[src/rtl/analog_io_monitor.sv]
// Wishbone pad manager for the six analog-capable GPIOs io[17:12], plus a
// gated edge counter on one selected pad's digital receiver.
module analog_io_monitor #(
    parameter logic [31:0] BASE_ADDR = 32'h3000_0100
) (
    input  logic        wb_clk_i,
    input  logic        wb_rst_i,
    input  logic        wbs_stb_i,
    input  logic        wbs_cyc_i,
    input  logic        wbs_we_i,
    input  logic [3:0]  wbs_sel_i,
    input  logic [31:0] wbs_adr_i,
    input  logic [31:0] wbs_dat_i,
    output logic        wbs_ack_o,
    output logic [31:0] wbs_dat_o,
    input  logic [5:0]  io_in,
    output logic [5:0]  io_out,
    output logic [5:0]  io_oeb,
    output logic        irq
);

    typedef enum logic {S_IDLE, S_COUNT} state_t;

    localparam logic [31:0] CTRL_WMASK = 32'h0002_FFFF;

    state_t      state_q, state_d;
    logic        ack_q, ack_d;
    logic [31:0] dat_q, dat_d;
    logic [31:0] ctrl_q, ctrl_d;
    logic [31:0] gate_q, gate_d;
    logic [31:0] count_q, count_d;
    logic [31:0] cnt_q, cnt_d;
    logic [31:0] rem_q, rem_d;
    logic        done_q, done_d;
    logic        badch_q, badch_d;
    logic        start_q, start_d;
    logic        abort_q, abort_d;
    logic [2:0]  ch_q, ch_d;
    logic        both_q, both_d;
    logic [5:0]  sync1_q, sync1_d;
    logic [5:0]  sync2_q, sync2_d;
    logic [5:0]  hist_q, hist_d;
    logic [5:0]  oeb_q, oeb_d;
    logic [5:0]  out_q, out_d;
    logic        irq_q, irq_d;

    logic [31:0] sel_mask;
    logic [5:0]  pad_out_next;
    logic        hit, req, wr, rd;
    logic [1:0]  idx;
    logic [31:0] rdata;
    logic [7:0]  rise_v, any_v;
    logic        edge_hit;
    logic [31:0] cnt_inc, cnt_next;
    logic        w1c, set_done;
    logic        unused_adr;

    genvar gi;
    generate
        for (gi = 0; gi < 4; gi++) begin : g_sel
            assign sel_mask[gi*8 +: 8] = {8{wbs_sel_i[gi]}};
        end
        // Analog pads (DRV=0) always present out=1 alongside oeb=1.
        for (gi = 0; gi < 6; gi++) begin : g_pad
            assign pad_out_next[gi] = ctrl_q[gi] ? ctrl_q[6+gi] : 1'b1;
        end
    endgenerate

    assign unused_adr = ^wbs_adr_i[1:0];

    assign hit = wbs_cyc_i & wbs_stb_i & (wbs_adr_i[31:4] == BASE_ADDR[31:4]);
    assign req = hit & ~ack_q;
    assign wr  = req & wbs_we_i;
    assign rd  = req & ~wbs_we_i;
    assign idx = wbs_adr_i[3:2];

    always_comb begin
        rdata = 32'd0;
        case (idx)
            2'd0: rdata = ctrl_q;
            2'd1: rdata = gate_q;
            2'd2: rdata = count_q;
            default: rdata = {18'd0, sync2_q, 5'd0, badch_q, done_q, state_q == S_COUNT};
        endcase
    end

    assign rise_v   = {2'b00, sync2_q & ~hist_q};
    assign any_v    = {2'b00, sync2_q ^ hist_q};
    assign edge_hit = both_q ? any_v[ch_q] : rise_v[ch_q];
    assign cnt_inc  = (cnt_q == 32'hFFFF_FFFF) ? cnt_q : cnt_q + 32'd1;
    assign cnt_next = edge_hit ? cnt_inc : cnt_q;

    always_comb begin
        state_d  = state_q;
        ctrl_d   = ctrl_q;
        gate_d   = gate_q;
        count_d  = count_q;
        cnt_d    = cnt_q;
        rem_d    = rem_q;
        done_d   = done_q;
        badch_d  = badch_q;
        ch_d     = ch_q;
        both_d   = both_q;
        start_d  = 1'b0;
        abort_d  = 1'b0;
        w1c      = 1'b0;
        set_done = 1'b0;
        ack_d    = req;
        dat_d    = rd ? rdata : 32'd0;
        sync1_d  = io_in;
        sync2_d  = sync1_q;
        hist_d   = sync2_q;

        if (wr) begin
            case (idx)
                2'd0: begin
                    ctrl_d  = (ctrl_q & ~(sel_mask & CTRL_WMASK)) | (wbs_dat_i & sel_mask & CTRL_WMASK);
                    start_d = wbs_sel_i[2] & wbs_dat_i[16];
                    abort_d = wbs_sel_i[2] & wbs_dat_i[18];
                end
                2'd1: gate_d = (gate_q & ~sel_mask) | (wbs_dat_i & sel_mask);
                2'd3: w1c = wbs_sel_i[0] & wbs_dat_i[1];
                default: ;
            endcase
        end

        // START/ABORT pulses are registered, so they act on the CTRL value just written.
        if (state_q == S_COUNT && abort_q) begin
            state_d = S_IDLE;
        end else if (start_q) begin
            if (ctrl_q[14:12] >= 3'd6) begin
                badch_d = 1'b1;
                state_d = S_IDLE;
            end else if (gate_q == 32'd0) begin
                badch_d  = 1'b0;
                count_d  = 32'd0;
                set_done = 1'b1;
                state_d  = S_IDLE;
            end else begin
                badch_d = 1'b0;
                state_d = S_COUNT;
                rem_d   = gate_q;
                cnt_d   = 32'd0;
                ch_d    = ctrl_q[14:12];
                both_d  = ctrl_q[15];
            end
        end else if (state_q == S_COUNT) begin
            if (rem_q == 32'd1) begin
                count_d  = cnt_next;
                set_done = 1'b1;
                state_d  = S_IDLE;
            end else begin
                rem_d = rem_q - 32'd1;
                cnt_d = cnt_next;
            end
        end

        if (w1c) done_d = 1'b0;
        if (set_done) done_d = 1'b1;

        oeb_d = ~ctrl_q[5:0];
        out_d = pad_out_next;
        irq_d = done_d & ctrl_d[17];
    end

    always_ff @(posedge wb_clk_i) begin
        if (wb_rst_i) begin
            state_q <= S_IDLE;
            ack_q   <= 1'b0;
            dat_q   <= 32'd0;
            ctrl_q  <= 32'd0;
            gate_q  <= 32'd0;
            count_q <= 32'd0;
            cnt_q   <= 32'd0;
            rem_q   <= 32'd0;
            done_q  <= 1'b0;
            badch_q <= 1'b0;
            start_q <= 1'b0;
            abort_q <= 1'b0;
            ch_q    <= 3'd0;
            both_q  <= 1'b0;
            sync1_q <= 6'd0;
            sync2_q <= 6'd0;
            hist_q  <= 6'd0;
            oeb_q   <= 6'h3F;
            out_q   <= 6'h3F;
            irq_q   <= 1'b0;
        end else begin
            state_q <= state_d;
            ack_q   <= ack_d;
            dat_q   <= dat_d;
            ctrl_q  <= ctrl_d;
            gate_q  <= gate_d;
            count_q <= count_d;
            cnt_q   <= cnt_d;
            rem_q   <= rem_d;
            done_q  <= done_d;
            badch_q <= badch_d;
            start_q <= start_d;
            abort_q <= abort_d;
            ch_q    <= ch_d;
            both_q  <= both_d;
            sync1_q <= sync1_d;
            sync2_q <= sync2_d;
            hist_q  <= hist_d;
            oeb_q   <= oeb_d;
            out_q   <= out_d;
            irq_q   <= irq_d;
        end
    end

    assign wbs_ack_o = ack_q;
    assign wbs_dat_o = dat_q;
    assign io_oeb    = oeb_q;
    assign io_out    = out_q;
    assign irq       = irq_q;

endmodule

[config.mk]
export PLATFORM = sky130hd
export DESIGN_NAME = analog_io_monitor
export DESIGN_NICKNAME = d
export VERILOG_FILES = /design/src/rtl/analog_io_monitor.sv
export SDC_FILE = /design/constraint.sdc
export NUM_CORES = 1
export LEC_CHECK = 0
export CAP_MARGIN = 30
export CELL_PAD_IN_SITES_DETAIL_PLACEMENT = 1
export CELL_PAD_IN_SITES_GLOBAL_PLACEMENT = 1
export CORE_MARGIN = 4
export CORE_UTILIZATION = 40
export CTS_CLUSTER_DIAMETER = 200
export CTS_CLUSTER_SIZE = 10
export DETAILED_ROUTE_END_ITERATION = 16
export DONT_BUFFER_PORTS = 1
export HOLD_SLACK_MARGIN = 0.12
export PLACE_DENSITY = 0.78
export SYNTH_ARGS = -nofsm -noshare
export SYNTH_HDL_FRONTEND = slang
export SYNTH_SLANG_ARGS = --single-unit
[constraint.sdc]
create_clock -name wb_clk_i -period 5.28 [get_ports wb_clk_i]
set_input_delay 0.528 -clock wb_clk_i [delete_from_list [all_inputs] [get_ports wb_clk_i]]
set_output_delay 0.528 -clock wb_clk_i [all_outputs]
set_load 0.01 [all_outputs]
# --- After elaboration in Yosys (flattened, before gate mapping) ---
# Cells that the tools add are included.
classes:
  reduce_logical: 20
  order_cmp: 2
  mux: 41
  n_eq_ne: 10
  add_sub_neg: 2
  bitwise: 34
op_table:
  columns: ["op", "count"]
  rows:
  - ["$mux W32", 17]
  - ["$and A32 B32 Y32", 3]
  - ["$pmux W32 S3", 1]
  - ["$mux W18", 2]
  - ["$add A32 B1 Y32 const B", 1]
  - ["$eq A32 B1 Y1 const B", 1]
  - ["$eq A32 B32 Y1 const B", 1]
  - ["$logic_not A32 Y1", 1]
  - ["$not A18 Y32", 1]
  - ["$not A32 Y32", 1]
  - ["$or A32 B18 Y32", 1]
  - ["$or A32 B32 Y32", 1]
  - ["$sub A32 B1 Y32 const B", 1]
  - ["$eq A28 B26 Y1 const B", 1]
  - ["$mux W1", 19]
  - ["$reduce_or A2 Y1", 8]
  - ["$not A1 Y1", 14]
  - ["$not A6 Y6", 2]
  - ["$reduce_and A5 Y1", 2]
  - ["$and A1 B1 Y1", 9]
  - ["$and A6 B6 Y6", 1]
  - ["$bmux W1 S3", 2]
  - ["$ne A2 B2 Y1 const B", 3]
  - ["$reduce_and A2 Y1", 3]
  - ["11 further kinds", 13]
totals:
  wordCells: 135
  reg_bits: 233
  inputBits: 79

# --- Logic depth before layout (Yosys ltp) ---
logic_depth:
  ltp_word: 9
  depth_mapped: 10
  depth_no_buf: 9

# --- Least setup slack after synthesis ---
# OpenSTA, ideal clock, no wires.
synth_timing:
  path_type: "register to register"
  from: "reg hist_q[0]"
  to: "reg cnt_q[11]"
  t_arrival_ps: 2364
  setup_time_ps: 74
  n_path_buf: 1
  path_stages_with_launch: 10
  path_slack_ps: 2842
  synth_period_minus_slack_ps: 2438
  path_cell_list: "dfxtp_1 inv_1 ha_1 mux2_4 a22o_1 or3_1 buf_6 or3_4 or3_1 o21ai_0"
synth_via:
  elab_chain_len: 9
synth_lines:
  columns: ["element", "line_no", "text"]
  rows:
  - ["start: declaration", "42", "logic [5:0] hist_q, hist_d;"]
  - ["start signal: assignment", "205", "hist_q <= hist_d;"]
  - ["$not A6 Y6", "87", "assign rise_v = {2'b00, sync2_q & ~hist_q};"]
  - ["$and A6 B6 Y6", "87", null]
  - ["$bmux W1 S3", "89", "assign edge_hit = both_q ? any_v[ch_q] : rise_v[ch_q];"]
  - ["$mux W1 (implied by the code)", "89", null]
  - ["$mux W1 (*)", "89", null]
  - ["$mux W32 (*)", "91", "assign cnt_next = edge_hit ? cnt_inc : cnt_q;"]
  - ["$mux W32 (*)", "148", "if (rem_q == 32'd1) begin"]
  - ["$mux W32 (*)", "147", "end else if (state_q == S_COUNT) begin"]
  - ["$mux W32 (*)", "130", "end else if (start_q) begin"]
  - ["end signal: assignment", "195", "cnt_q <= cnt_d;"]
  - ["end: declaration", "32", "logic [31:0] cnt_q, cnt_d;"]
# Mark *: on every way between the ends. The rest lies on a longest branch, timed or not. The select of a mux whose other input is x is not followed.
# A chain may end at the register's enable or synchronous reset.

# --- Final worst setup path ---
layout_timing:
  from: "reg rem_q[8]"
  to: "reg rem_q[30]"
layout_via:
  elab_chain_len: 4
layout_lines:
  columns: ["element", "line_no", "text"]
  rows:
  - ["start: declaration", "33", "logic [31:0] rem_q, rem_d;"]
  - ["start signal: assignment", "196", "rem_q <= rem_d;"]
  - ["$sub A32 B1 Y32", "153", "rem_d = rem_q - 32'd1;"]
  - ["$mux W32", "148", null]
  - ["$mux W32", "147", null]
  - ["$mux W32", "130", null]
# Several ways; a longest one is shown, not always the timed one. The select of a mux whose other input is x is not followed.

==> flow_metrics.tcl <==
set metrics [dict create \
    layout_commonest_cell "sky130_fd_sc_hd__dfxtp_1" \
    worst_ep_arrival_time_ns 4.01 \
    multiInputGateArea_sq_um 5070 \
    synthesis.nets 1185 \
    total_power_density_per_cell_area_nw_per_um2 301 \
    synth_sequential_area_ratio_pct 44.4 \
    register_area_sq_um 4370 \
    timing.slew.headroom_pct 31.7 \
    area_growth_pct 10.0 \
    combPwrFrac_pct 2.5 \
    globalRouteOverflowTotal 0 \
    setup-violations-final 0 \
    intPower_mw 2.53 \
    seq_power_share_pct 50.9 \
    global_route.peak_usage_layer "met2" \
    gr-usage-met3_pct 3.64 \
    p_clk_share_pct 46.6 \
    floorplan.initialDensity_pct 40.5 \
    synth_ff_type "sky130_fd_sc_hd__dfxtp_1" \
    clock.fmax_ghz 0.278 \
    floorplan_row_count 57 \
    drc 0 \
    status "completed" \
    route.detailed.wl_per_inst_microns 22.6 \
    power.switching_fraction_pct 22.2 \
    root_buffer "sky130_fd_sc_hd__clkbuf_16" \
    detailroute.via_count 8503 \
    power_mw 3.25 \
    tritoncts.num_buffers 25 \
    path_cells "nor4_1, nand3_1, o31ai_1, nor2_2, buf_4, nand2_1, inv_1, a32o_1" \
    worst-endpoint-required_ns 5.69 \
    critPathMaxFanout 17 \
    numPortBuffers 0 \
    routability_congestion_estimate_from_global_placement 0.843 \
    tritoncts "built" \
    first_pass_grt_wire_length_mm 50.3 \
    grtUsageTotal_pct 23.4 \
    cts-htree-levels 1 \
    routed_via_density 6.07 \
    layout.cells.most_common_list "sky130_fd_sc_hd__dfxtp_1, sky130_fd_sc_hd__nor2_1, sky130_fd_sc_hd__nand2_1, sky130_fd_sc_hd__mux2i_1, sky130_fd_sc_hd__a21oi_1" \
    via_count_of_the_first_global_routing_pass 8719 \
    post_route_cells_drive_above_1_share_pct 7.53 \
    tritonroute_pass_1_iters 5 \
    timing.setup.tns_ns 0 \
    async_flop_share_pct 0 \
    detailedPlacementHpwl_mm 21.8 \
    die_height_microns 165 \
    clock_tree_sinks 218 \
    synth_edf_count 0 \
    maxCapViolCount 0 \
    clkLatencyLatePin_ns 0.54 \
    core_sq_um 24200 \
    use_met2_pct 39.2 \
    die_x_microns 165 \
    fin_skew_ns 0.0226 \
    critPathCaptureType "flop" \
    worst-setup-path-type "flop to flop" \
    boundary_pin_count 125 \
    max-vdd-ir-drop_uv 223 \
    finalHoldViolations 0 \
    post_cts_resized 0 \
    total_wire_length_mm 31.7 \
    max_slew_violation_count 0 \
    grt_start_max_net_pins 97 \
    cts_hold_repair.buffers 6 \
    max_slew.worst_pin.slew_ns 1.01 \
    yosys_warnings 0 \
    instance_count_of_the_mapped_netlist 1097 \
    die_area_sq_um 27100 \
    max-clock-path-buffers 3 \
    layout.filler_cells 2805 \
    globalRouteMet1Util_pct 31.5 \
    crit_path_max_incr_delay_ns 0.77 \
    synth.distinct_cells 70 \
    post-route-min-period_ns 3.60 \
    crit_share_post_route_pct 68.2 \
    clock_transition_at_the_registers_of_the_reported_paths_ns 0.06 \
    min_path_type "primary input to flop" \
    netSwitchingPower_mw 0.721 \
    cp-start-kind "flop" \
    n_antenna_cell 0 \
    crit_path_top_delay_cell "sky130_fd_sc_hd__o31ai_1" \
    dr.first_iter.drc_count 573 \
    synth_seq_cells 218 \
    ant_nets 0 \
    grt_antenna_before_repair 0 \
    final_net_count 1164 \
    post_synth_instance_area_sq_um 9830 \
    cts_setup_buffers 0 \
    rsz0062_at_grt "no" \
    leakage_power_summed_over_all_cells_nw 4.17 \
    synthesis.area_per_instance_sq_um 8.96 \
]
[worst max-delay path: cells and delay by family, from the launching register on]
kind | cells | cell delay (ns)
flip-flops | 1 | 0.37
AO/OA/AOI/OAI | 2 | 1.02
AND/OR/NAND/NOR | 4 | 1.64
buffers and inverters | 2 | 0.45
[power by group through the flow]
stage,combinational [mW],sequential [mW],clock (mW)
2_1_floorplan,0.0604,1.69,0
3_3_place_gp,0.0592,1.69,0
3_5_place_dp,0.0636,1.69,0
4_1_cts,0.0824,1.66,1.54
5_1_grt,0.0896,1.66,1.62
6_report,0.0828,1.66,1.51
[logic make-up (layout without fill, tap and decap cells)]
family,after synthesis,count (layout),synth area share [%]
AOI/OAI and AO/OA,243,243,16.8
DFF,218,218,44.4
buffers and inverters,99,78,4.10
and+or+nand+nor,424,424,22.1
xor gates and xnor gates,28,28,2.50
adders and majority gates,9,9,1.15
muxes,76,76,8.96
[layer usage]
metal	up-vias	wire (microns)
met5	-	0
li1	3939	-
met1	4280	14000
met3	53	1630
met2	231	15300
met4	0	745
[through the flow]
step                      hold slack [ns]  util (%)  setup slack [ns]  cell area (sq um)  instances
final                               0.136      44.6              1.68              10800       1400
after global routing                0.127      44.6              1.34              10800       1400
after CTS                           0.122      44.6              1.64              10800       1400
after detailed placement            0.409      41.5              1.48              10100       1367
after global placement              0.412      41.3              1.59              10000       1363
after floorplan                     0.380         -              2.84               9830       1097
[Yosys cell counts, drive strengths merged, types with 6 or more instances]
library cell	n	area (sq um)
dfxtp	218	4360
nor2	138	518
nand2	75	282
mux2i	64	641
a21oi	57	289
clkbuf	47	176
o21ai	45	225
nor4	37	280
nand3	34	170
inv	33	124
nand4	23	150
xnor2	22	193
a22oi	21	158
nor2b	21	131
nor3	21	110
o2bb2ai	21	190
a31oi	20	125
buf	19	103
and3	17	106
or3	14	92.6
a22o	11	96.3
and2	11	68.8
ha	9	113
mux4	9	203
or2	8	50.1
o22ai	7	43.8
nand2b	6	37.5
o32ai	6	52.6
xor2	6	52.6
[area by class of cell]
| type | instances | share of cell area (%) |
|---|---|---|
| Multi-Input combinational cell | 780 | 46.9 |
| Sequential cell | 218 | 40.4 |
| Clock buffer | 26 | 5.91 |
| Tap cell | 324 | 3.75 |
| Timing Repair Buffer | 18 | 1.72 |
| Inverter | 33 | 1.15 |
| Clock inverter | 1 | 0.185 |
[path summary, 6_finish.rpt]
path	start	end	slack, ns	cells past startpoint
setup / recovery	rem_q[8]	rem_q[30]	1.68	8
hold / removal	io_in[5]	sync1_q[5]	0.14	1
setup reg to reg	rem_q[8]	rem_q[30]	1.68	8
hold reg to reg	flop	io_oeb[3]	0.43	1
No activity file was read; power rests on OpenSTA's default activity.
